[src/rtl/rr_mux_slice_if.sv]
// Handshake bundle for rr_mux_slice: N source channels in, one registered slice out.
// RR_MUX_LOCK_EN adds the per-channel lock_i burst request.
interface rr_mux_slice_if #(
    parameter int unsigned size  = 32,
    parameter int unsigned N     = 4,
    parameter int unsigned SEL_W = 2
);
    logic [N*size-1:0] data_i;
    logic [N-1:0]      valid_i;
    logic [N-1:0]      ready_o;
    logic              mode_i;
    logic [size-1:0]   data_o;
    logic              valid_o;
    logic              ready_i;
    logic [SEL_W-1:0]  grant_o;
`ifdef RR_MUX_LOCK_EN
    logic [N-1:0]      lock_i;
`endif

    modport master (
`ifdef RR_MUX_LOCK_EN
        output lock_i,
`endif
        output data_i, valid_i, mode_i, ready_i,
        input  ready_o, data_o, valid_o, grant_o
    );

    modport slave (
`ifdef RR_MUX_LOCK_EN
        input  lock_i,
`endif
        input  data_i, valid_i, mode_i, ready_i,
        output ready_o, data_o, valid_o, grant_o
    );
endinterface

[src/rtl/rr_mux_slice.sv]
// N-input round-robin / fixed-priority selector feeding a one-entry registered output slice.
// Optional burst lock on the held channel is enabled with `define RR_MUX_LOCK_EN.
module rr_mux_slice #(
    parameter int unsigned size  = 32,
    parameter int unsigned N     = 4,
    parameter int unsigned SEL_W = 2
) (
    input  logic         clk_i,
    input  logic         rst_i,
    rr_mux_slice_if.slave bus
);

    generate
        if (size < 1 || N < 2 || N > 16 || SEL_W != $clog2(N)) begin : g_param_check
            $error("rr_mux_slice: illegal parameters size=%0d N=%0d SEL_W=%0d", size, N, SEL_W);
        end
    endgenerate

    typedef enum logic {EMPTY, FULL} state_t;

    state_t            state_q, state_d;
    logic [SEL_W-1:0]  ptr_q, grant_q, win_idx, ptr_next;
    logic [size-1:0]   data_q, win_data;
    logic [N-1:0]      grant_mask, eff_valid, rot_valid, ready_vec;
    logic              win_found, can_load, accept, lock_active;
    int unsigned       base, pos, pos_inc;

`ifdef RR_MUX_LOCK_EN
    always_comb lock_active = (state_q == FULL) && bus.lock_i[grant_q];
`else
    always_comb lock_active = 1'b0;
`endif

    // Rotate the request vector so the search always starts at bit 0, then map back.
    always_comb begin
        grant_mask = '0;
        for (int unsigned k = 0; k < N; k++) begin
            grant_mask[k] = (SEL_W'(k) == grant_q);
        end
        eff_valid = lock_active ? (bus.valid_i & grant_mask) : bus.valid_i;
        base      = bus.mode_i ? 0 : 32'(ptr_q);
        rot_valid = bus.mode_i ? eff_valid : N'({eff_valid, eff_valid} >> ptr_q);

        win_found = 1'b0;
        pos       = 0;
        for (int unsigned i = 0; i < N; i++) begin
            if (!win_found && rot_valid[i]) begin
                win_found = 1'b1;
                pos       = i + base;
            end
        end
        if (pos >= N) pos = pos - N;
        win_idx = SEL_W'(pos);

        pos_inc = pos + 1;
        if (pos_inc >= N) pos_inc = 0;
        ptr_next = SEL_W'(pos_inc);

        win_data = '0;
        for (int unsigned k = 0; k < N; k++) begin
            if (SEL_W'(k) == win_idx) win_data = bus.data_i[k*size +: size];
        end
    end

    always_comb begin
        can_load = (state_q == EMPTY) || bus.ready_i;
        accept   = can_load && win_found;
    end

    always_ff @(posedge clk_i or negedge rst_i) begin
        if (!rst_i) state_q <= EMPTY;
        else        state_q <= state_d;
    end

    always_comb begin
        state_d = state_q;
        case (state_q)
            EMPTY:   if (accept) state_d = FULL;
            FULL:    if (!accept && bus.ready_i) state_d = EMPTY;
            default: state_d = EMPTY;
        endcase
    end

    // ready_o is gated by rst_i so sources never see a grant while reset is held.
    always_comb begin
        ready_vec = '0;
        if (rst_i && accept) ready_vec[win_idx] = 1'b1;
        bus.ready_o = ready_vec;
        bus.valid_o = (state_q == FULL);
        bus.data_o  = data_q;
        bus.grant_o = grant_q;
    end

    always_ff @(posedge clk_i or negedge rst_i) begin
        if (!rst_i) begin
            data_q  <= '0;
            grant_q <= '0;
            ptr_q   <= '0;
        end else if (accept) begin
            data_q  <= win_data;
            grant_q <= win_idx;
            if (!bus.mode_i && !lock_active) ptr_q <= ptr_next;
        end
    end

endmodule

[src/flat_wrapper.sv]
// flat-port wrapper written by rule: the top's interface ports become plain ports
module rr_mux_slice_flat 
#(
    parameter int unsigned size  = 32,
    parameter int unsigned N     = 4,
    parameter int unsigned SEL_W = 2
)
  (clk_i, rst_i, bus_data_i, bus_valid_i, bus_mode_i, bus_ready_i, bus_ready_o, bus_data_o, bus_valid_o, bus_grant_o);
  rr_mux_slice_if #(.size(size), .N(N), .SEL_W(SEL_W)) bus_i ();
  input  logic clk_i;
  input  logic rst_i;
  input wire logic [$bits(bus_i.data_i)-1:0] bus_data_i;
  input wire logic [$bits(bus_i.valid_i)-1:0] bus_valid_i;
  input wire logic [$bits(bus_i.mode_i)-1:0] bus_mode_i;
  input wire logic [$bits(bus_i.ready_i)-1:0] bus_ready_i;
  output wire logic [$bits(bus_i.ready_o)-1:0] bus_ready_o;
  output wire logic [$bits(bus_i.data_o)-1:0] bus_data_o;
  output wire logic [$bits(bus_i.valid_o)-1:0] bus_valid_o;
  output wire logic [$bits(bus_i.grant_o)-1:0] bus_grant_o;
  assign bus_i.data_i = bus_data_i;
  assign bus_i.valid_i = bus_valid_i;
  assign bus_i.mode_i = bus_mode_i;
  assign bus_i.ready_i = bus_ready_i;
  assign bus_ready_o = bus_i.ready_o;
  assign bus_data_o = bus_i.data_o;
  assign bus_valid_o = bus_i.valid_o;
  assign bus_grant_o = bus_i.grant_o;
  rr_mux_slice #(.size(size), .N(N), .SEL_W(SEL_W)) u_core (.clk_i(clk_i), .rst_i(rst_i), .bus(bus_i));
endmodule
[config.mk]
export PLATFORM = sky130hd
export DESIGN_NAME = rr_mux_slice_flat
export DESIGN_NICKNAME = d
export VERILOG_FILES = /design/src/rtl/rr_mux_slice_if.sv /design/src/rtl/rr_mux_slice.sv /design/src/flat_wrapper.sv
export SDC_FILE = /design/constraint.sdc
export NUM_CORES = 1
export LEC_CHECK = 0
export BUFFER_PORTS_ARGS = -buffer_cell sky130_fd_sc_hd__buf_2
export CORE_MARGIN = 3
export CORE_UTILIZATION = 40
export DETAILED_ROUTE_END_ITERATION = 16
export GPL_TIMING_DRIVEN = 0
export MAX_ROUTING_LAYER = met4
export PLACE_DENSITY = 0.78
export SYNTH_ARGS = -nofsm -noshare
export SYNTH_HDL_FRONTEND = slang
export SYNTH_SLANG_ARGS = --single-unit
export TNS_END_PERCENT = 10
[constraint.sdc]
create_clock -name clk_i -period 2.79 [get_ports clk_i]
set_clock_uncertainty 0.1 [all_clocks]
set_input_delay 0.279 -clock clk_i [delete_from_list [all_inputs] [get_ports clk_i]]
set_output_delay 0.279 -clock clk_i [all_outputs]
set_load 0.01 [all_outputs]
==> reports/qor.txt, run 1 <==
io pins: 175
CTS tree: yes
yosys warns: 0
Yosys reg bits: 37
crit path kind: reg -> reg
vias in the first global route: 3436
slew margin rel.: 40.7%
drt wl/cell: 17.8 um
reg-to-reg endpoint: u_core.bus.data_o[3]
total power: 6.05 mW
Leak: 2.16 nW
Final Hold Fails: 0
CP dominant cell by count: buf_6
CTS Buf Count: 5
status: complete, but fails checks
total wire length: 11.2 mm
Area growth, synth to finish: 64.6%
Critical Path Max Stage Delay: 380 ps
post-synth cell types: 41
cell area after synthesis: 0.00290 mm^2
initial antenna violation count: 0
nets@finish: 674
hold_buf cts: 0
via count: 3454
total global-route track usage: 25.0%
Seq/Total Area, Yosys: 31.9%
Worst-Margin Slew: 889 ps
CP endpoint kind: flop
Setup TNS: -7120 ps
crit path max fanout: 8
DR pass1 iterations: 4
Starting Density: 42.0%
largest net degree at the start of global routing: 42
Final Critical Period: 3080 ps
CP Data Arrival Time: 3140 ps
Detailed Route Iter0 Violations: 112
routability cong.: 0.893
Clock Latency Late Sink: 280 ps
DIE AREA: 0.00831 mm^2
Final Setup Violations: 35
Diodes inserted: 0
final worst slack: -287 ps
htree depth: 2
CP required: 2850 ps
Num Clock Sinks: 37
row count: 30
Routed Antenna Nets: 0
die width: 91.2 um
final HPWL from detailed placement: 7.61 mm
fmax: 0.325 GHz
Slew Viols, Final: 0
sequence of cells on the critical path: buf_6, nor4b_2, a221o_1, nor3_2, a22oi_2, o22a_2, ha_4, nor2b_4, buf_8, clkbuf_16, buf_6, a221oi_2, nor3_1, a21oi_1, a21oi_2
Max Cap Violations: 0
Remaining DRCs: 0
share of cells above drive strength 1: 68.5%
HP Class: in -> async
pwr/cell area: 1270 mW/mm^2
syn_nets: 466
Core ar.: 0.00691 mm^2
die height: 91.2 um
IO Port Bufs: 174
Slowest-stage cell, CP: dfrtp_1
pre-CTS WS: -664 ps
startpoint types: flop
VDD IR max: 0.631 mV
Via density: 5.48
Synth Instances: 326
syn avg cell area: 8.90 um^2
first-pass GRT wire length: 16.7 mm
fin crit share: 110%
Root Buffer: clkbuf_8
r2r setup slk: -290 ps
depth of the most critical reg-to-reg path: 15
CTS Buffer Depth: 2
RSZ-0062 raised after global routing: yes
grt ovf: 0
Worst R2R Start: u_core.ptr_q[0]
failing checks: negative setup slack
clk slew on worst S/H paths: 80 ps
## registers in the layout (all words and copies together), names as in the netlist
name                count
u_core.ptr_q            2
u_core.bus.data_o      32
u_core.bus.grant_o      2
u_core.bus.valid_o      1
## worst max-delay path by stage
stage,from,cells past startpoint,endpoint,slack [ps]
after floorplan,u_core.ptr_q[1],16,u_core.bus.data_o[15],-10
after global routing,u_core.ptr_q[0],15,u_core.bus.data_o[29],-420
final,u_core.ptr_q[0],15,u_core.bus.data_o[3],-290
after global placement,u_core.ptr_q[1],14,u_core.bus.data_o[26],-620
after CTS,u_core.ptr_q[0],13,bus_ready_o[2],-240
after detailed placement,u_core.ptr_q[1],14,u_core.bus.data_o[26],-660
## where the power goes
part	switching [mW]	internal, mW
combinational	2.37	2.30
clock	0.183	0.196
sequential	0.182	0.817
## worst max-delay path, delay by kind of cell (launching register included)
family                   cells  cell delay, ps
AND/OR/NAND/NOR              4             600
adder cells (fa/ha/maj)      1             190
buffers and inverters        4             560
flip-flops                   1             380
AO/OA/AOI/OAI                6            1120
## synth_stat cells (all sizes together)
| cell type | number | area [um^2] |
|---|---|---|
| or2 | 1 | 6.26 |
| o21bai | 1 | 7.51 |
| nand4 | 1 | 6.26 |
| a21boi | 1 | 11.3 |
| nor3 | 33 | 165 |
| o21ai | 5 | 25.0 |
| mux2 | 1 | 11.3 |
| nor3b | 1 | 7.51 |
| nand3b | 1 | 7.51 |
| a211oi | 1 | 12.5 |
| nor2b | 36 | 225 |
| dfrtp | 37 | 926 |
| nor4b | 1 | 8.76 |
| buf | 11 | 156 |
| a221oi | 33 | 295 |
| and3 | 4 | 25.0 |
| a22oi | 3 | 27.5 |
| mux2i | 3 | 30.0 |
| a41oi | 1 | 16.3 |
| nand2 | 3 | 13.8 |
| nor2 | 38 | 208 |
| o22a | 1 | 8.76 |
| and2 | 1 | 6.26 |
| a32o | 2 | 20.0 |
| ha | 4 | 50.1 |
| a21oi | 69 | 473 |
| clkbuf | 23 | 90.1 |
| nand2b | 2 | 12.5 |
| inv | 5 | 18.8 |
| a31o | 1 | 8.76 |
| a221o | 2 | 20.0 |
## final cells by class
type	instances	area, um^2
Inverter	5	18.8
Multi-Input combinational cell	250	2080
Tap cell	96	120
Sequential cell	37	926
Fill cell	552	2130
Buffer	33	405
Clock buffer	7	86.3
Timing Repair Buffer	202	1130
## layout by cell type (no fill, tap or decap), types with 9 or more instances in the layout
cell type / n
dfrtp_1: 37
nor3_1: 26
nor2_1: 12
nor2b_1: 34
nor2_2: 26
buf_6: 12
a221oi_2: 30
a21oi_2: 38
a21oi_1: 31
buf_4: 20
clkbuf_8: 9
buf_2: 174
## repair_timing
item	CTS	global route
setup buffers	19	5
setup endpoints to repair	37	37
pin swaps	11	17
gates cloned	3	1
gates resized for setup	71	47
## metrics by stage
| stage | std cells | hold WS, ps | area (um^2) | utilization [%] |
|---|---|---|---|---|
| 3_3_place_gp | 596 | 340 | 3930 | 56.8 |
| 3_5_place_dp | 596 | 342 | 3930 | 56.8 |
| 2_1_floorplan | 326 | -117 | 2940 | - |
| 5_1_grt | 630 | 67.2 | 4770 | 69.1 |
| 4_1_cts | 625 | 45.1 | 4520 | 65.5 |
| 6_report | 630 | 13.4 | 4770 | 69.1 |
## per-layer routing
layer / track usage (%) / part of all wire (%) / up-vias
li1: - / - / 1616
met1: 30.3 / 40 / 1660
met2: 43.7 / 52 / 166
met3: 4.56 / 7.0 / 12
met4: 4.90 / 1.2 / 0
met5: - / 0 / -
## kinds of logic after synthesis
| logic type | Yosys count | synth area share [%] |
|---|---|---|
| and+or+nand+nor | 122 | 23.9 |
| AOI/OAI and AO/OA | 120 | 31.9 |
| buffers and inverters | 39 | 9.15 |
| DFF | 37 | 31.9 |
| muxes | 4 | 1.42 |
| adders and majority gates | 4 | 1.73 |
(Power assumes the default switching activity.)
==> run 2: changes to the inputs <==
- CORE_ASPECT_RATIO: not set -> 0.9
- CORE_MARGIN: 3 -> not set
==> run 2 against run 1 <==
The flow still finishes with violations (negative setup slack). Maximum frequency down 0.66%. Clock-buffer cell count down 1. Critical path type is now reg -> out. Critical endpoint is now bus_ready_o[1]. Worst setup slack worse by 21 ps. Non-clock buffer count down 4. Register-to-register slack about the same.
==> reports/qor.txt, run 2 (synthesized netlist as in run 1, its figures left out) <==
clock power share: 6.1% (-0.2 points)
clk slew on worst S/H paths: 80 ps (about the same)
Clock Latency Late Sink: 290 ps (about the same)
Leak: 2.14 nW (-1.1%)
Final Hold Fails: 0 (unchanged)
CP endpoint kind: primary output
Slew Viols, Final: 0 (unchanged)
Detailed Route Iter0 Violations: 91 (-19%)
crit path max fanout: 10 (+2)
first-pass GRT wire length: 14.9 mm (-11%)
sequence of cells on the critical path: buf_6, mux2i_1, a221o_1, nor3_2, a22oi_1, o22a_2, buf_6, ha_4, clkbuf_8, and3_1, buf_2
slew margin rel.: 41.2% (+0.52 points)
Core ar.: 0.00704 mm^2 (+1.9%)
via count: 3358 (-2.8%)
final worst slack: -308 ps (-20.6 ps)
die width: 91.8 um (+0.66%)
DIE AREA: 0.00760 mm^2 (-8.6%)
hold_buf cts: 0 (unchanged)
die height: 82.8 um (-9.2%)
Worst-Margin Slew: 882 ps (-7.79 ps)
IO Port Bufs: 174 (unchanged)
Max Cap Violations: 0 (unchanged)
CP required: 2410 ps (-440 ps)
r2r setup slk: -290 ps (about the same)
Diodes inserted: 0 (unchanged)
htree depth: 2 (unchanged)
CTS Buffer Depth: 2 (unchanged)
area of the multi-input gates: 0.00210 mm^2 (+0.66%)
vias in the first global route: 3082 (-10%)
status: complete, but fails checks
pwr/cell area: 1250 mW/mm^2 (-1.5%)
failing checks: negative setup slack
total global-route track usage: 26.0% (+0.98 points)
Area growth, synth to finish: 64.0%
Routed Antenna Nets: 0 (unchanged)
share of cells above drive strength 1: 67.2% (-1.3 points)
total wire length: 10.6 mm (-5.7%)
Via density: 5.38 (-1.8%)
Sw Share: 45.5% (+0.26 points)
largest net degree at the start of global routing: 42 (unchanged)
DR pass1 iterations: 4 (unchanged)
Switch Pwr: 2.70 mW (-1.3%)
final HPWL from detailed placement: 7.30 mm (-4.0%)
Num Clock Sinks: 37 (unchanged)
row count: 29 (-3.3%)
initial antenna violation count: 0 (unchanged)
commonest cells after routing, fill and taps aside: buf_2 (175), a21oi_2 (39), dfrtp_1 (37)
max FFs per register: 32 (unchanged)
internal power: 3.23 mW (-2.3%)
HP Class: in -> async
nets@finish: 670 (-0.59%)
drt wl/cell: 16.9 um (-4.8%)
fmax: 0.323 GHz (-0.66%)
Starting Density: 41.2% (-0.79 points)
grt ovf: 0 (unchanged)
sequential share of power: 17.0% (+0.5 points)
Util after Layout: 67.6% (-1.5 points)
startpoint types: flop
CTS Buf Count: 5 (unchanged)
combinational group share of total power: 76.9% (-0.3 points)
fill cell count: 587 (+6.3%)
Final Critical Period: 3100 ps (+20.6 ps)
pre-CTS WS: -610 ps (+53.5 ps)
Slowest-stage cell, CP: dfrtp_1
Final Setup Violations: 35 (unchanged)
commonest non-fill, non-tap cell in the layout: buf_2
VDD IR max: 0.645 mV (+2.2%)
Critical Path Max Stage Delay: 380 ps (about the same)
CP dominant cell by count: buf_6
Remaining DRCs: 0 (unchanged)
Register Area: 926 um^2 (unchanged)
crit path kind: reg -> out
CTS tree: yes
io pins: 175 (unchanged)
fin crit share: 111% (+0.74 points)
Root Buffer: clkbuf_8
RSZ-0062 raised after global routing: yes
routability cong.: 0.976 (+9.3%)
CP Data Arrival Time: 2720 ps (-420 ps)
run 2: what timing repair did:
action	in CTS	in global routing
pin swaps	15	13
setup buffers	13	7
gates resized for setup	63	46
cloned	3	1
endpoints found under the setup margin	37	37
run 2: worst paths after layout:
check                                     start                    end  depth (start not counted)
max in group asynchronous                 rst_i  u_core.bus.data_o[14]                          1
min                                       rst_i  u_core.bus.data_o[21]                          1
max reg2reg                     u_core.ptr_q[0]  u_core.bus.data_o[25]                         15
min reg2reg                u_core.bus.data_o[1]   u_core.bus.data_o[1]                          2
min in group clk_i              bus_data_i[110]  u_core.bus.data_o[14]                          3
max                             u_core.ptr_q[0]         bus_ready_o[1]                         11
run 2: worst max-delay path: cells and delay by family, from the launching register on:
kind	cells	cell delay [ps]
compound gates	3	750
fa+ha+maj	1	170
mux	1	120
flops	1	380
simple gates	2	390
buf+inv	4	600
run 2: cell type report:
cell class,count,share of cell area [%]
Multi-Input combinational cell,250,44.1
Timing Repair Buffer,198,23.2
Inverter,5,0.447
Sequential cell,37,19.5
Buffer,33,8.60
Clock inverter,2,0.210
Tap cell,93,2.45
Clock buffer,6,1.53
run 2: power by group through the flow:
stage / logic [mW] / clock network (mW) / registers [mW]
after global routing: 4.91 / 0.393 / 1.04
after detailed placement: 3.26 / 0 / 1.01
after CTS: 3.97 / 0.369 / 1.01
after global placement: 3.19 / 0 / 1.00
final: 4.57 / 0.359 / 1.01
after floorplan: 2.25 / 0 / 1.11
run 2: stage by stage:
stage | hold slack [ps] | power, mW | cells | setup TNS (ps) | instance area, um^2
2_1_floorplan | -117 | 3.36 | 326 | -315 | 2940
3_3_place_gp | 329 | 4.19 | 593 | -16600 | 3920
3_5_place_dp | 337 | 4.28 | 593 | -19450 | 3920
4_1_cts | 24.5 | 5.35 | 616 | -5240 | 4460
5_1_grt | 86.0 | 6.34 | 624 | -12860 | 4760
6_report | 14.0 | 5.94 | 624 | -7810 | 4760
run 2: metal layers:
metal	vias up	global-route usage, %	wire length, um
met4	0	6.88	124
li1	1614	-	-
met2	140	45.7	5260
met3	15	4.64	675
met5	-	-	0
met1	1589	31.4	4490
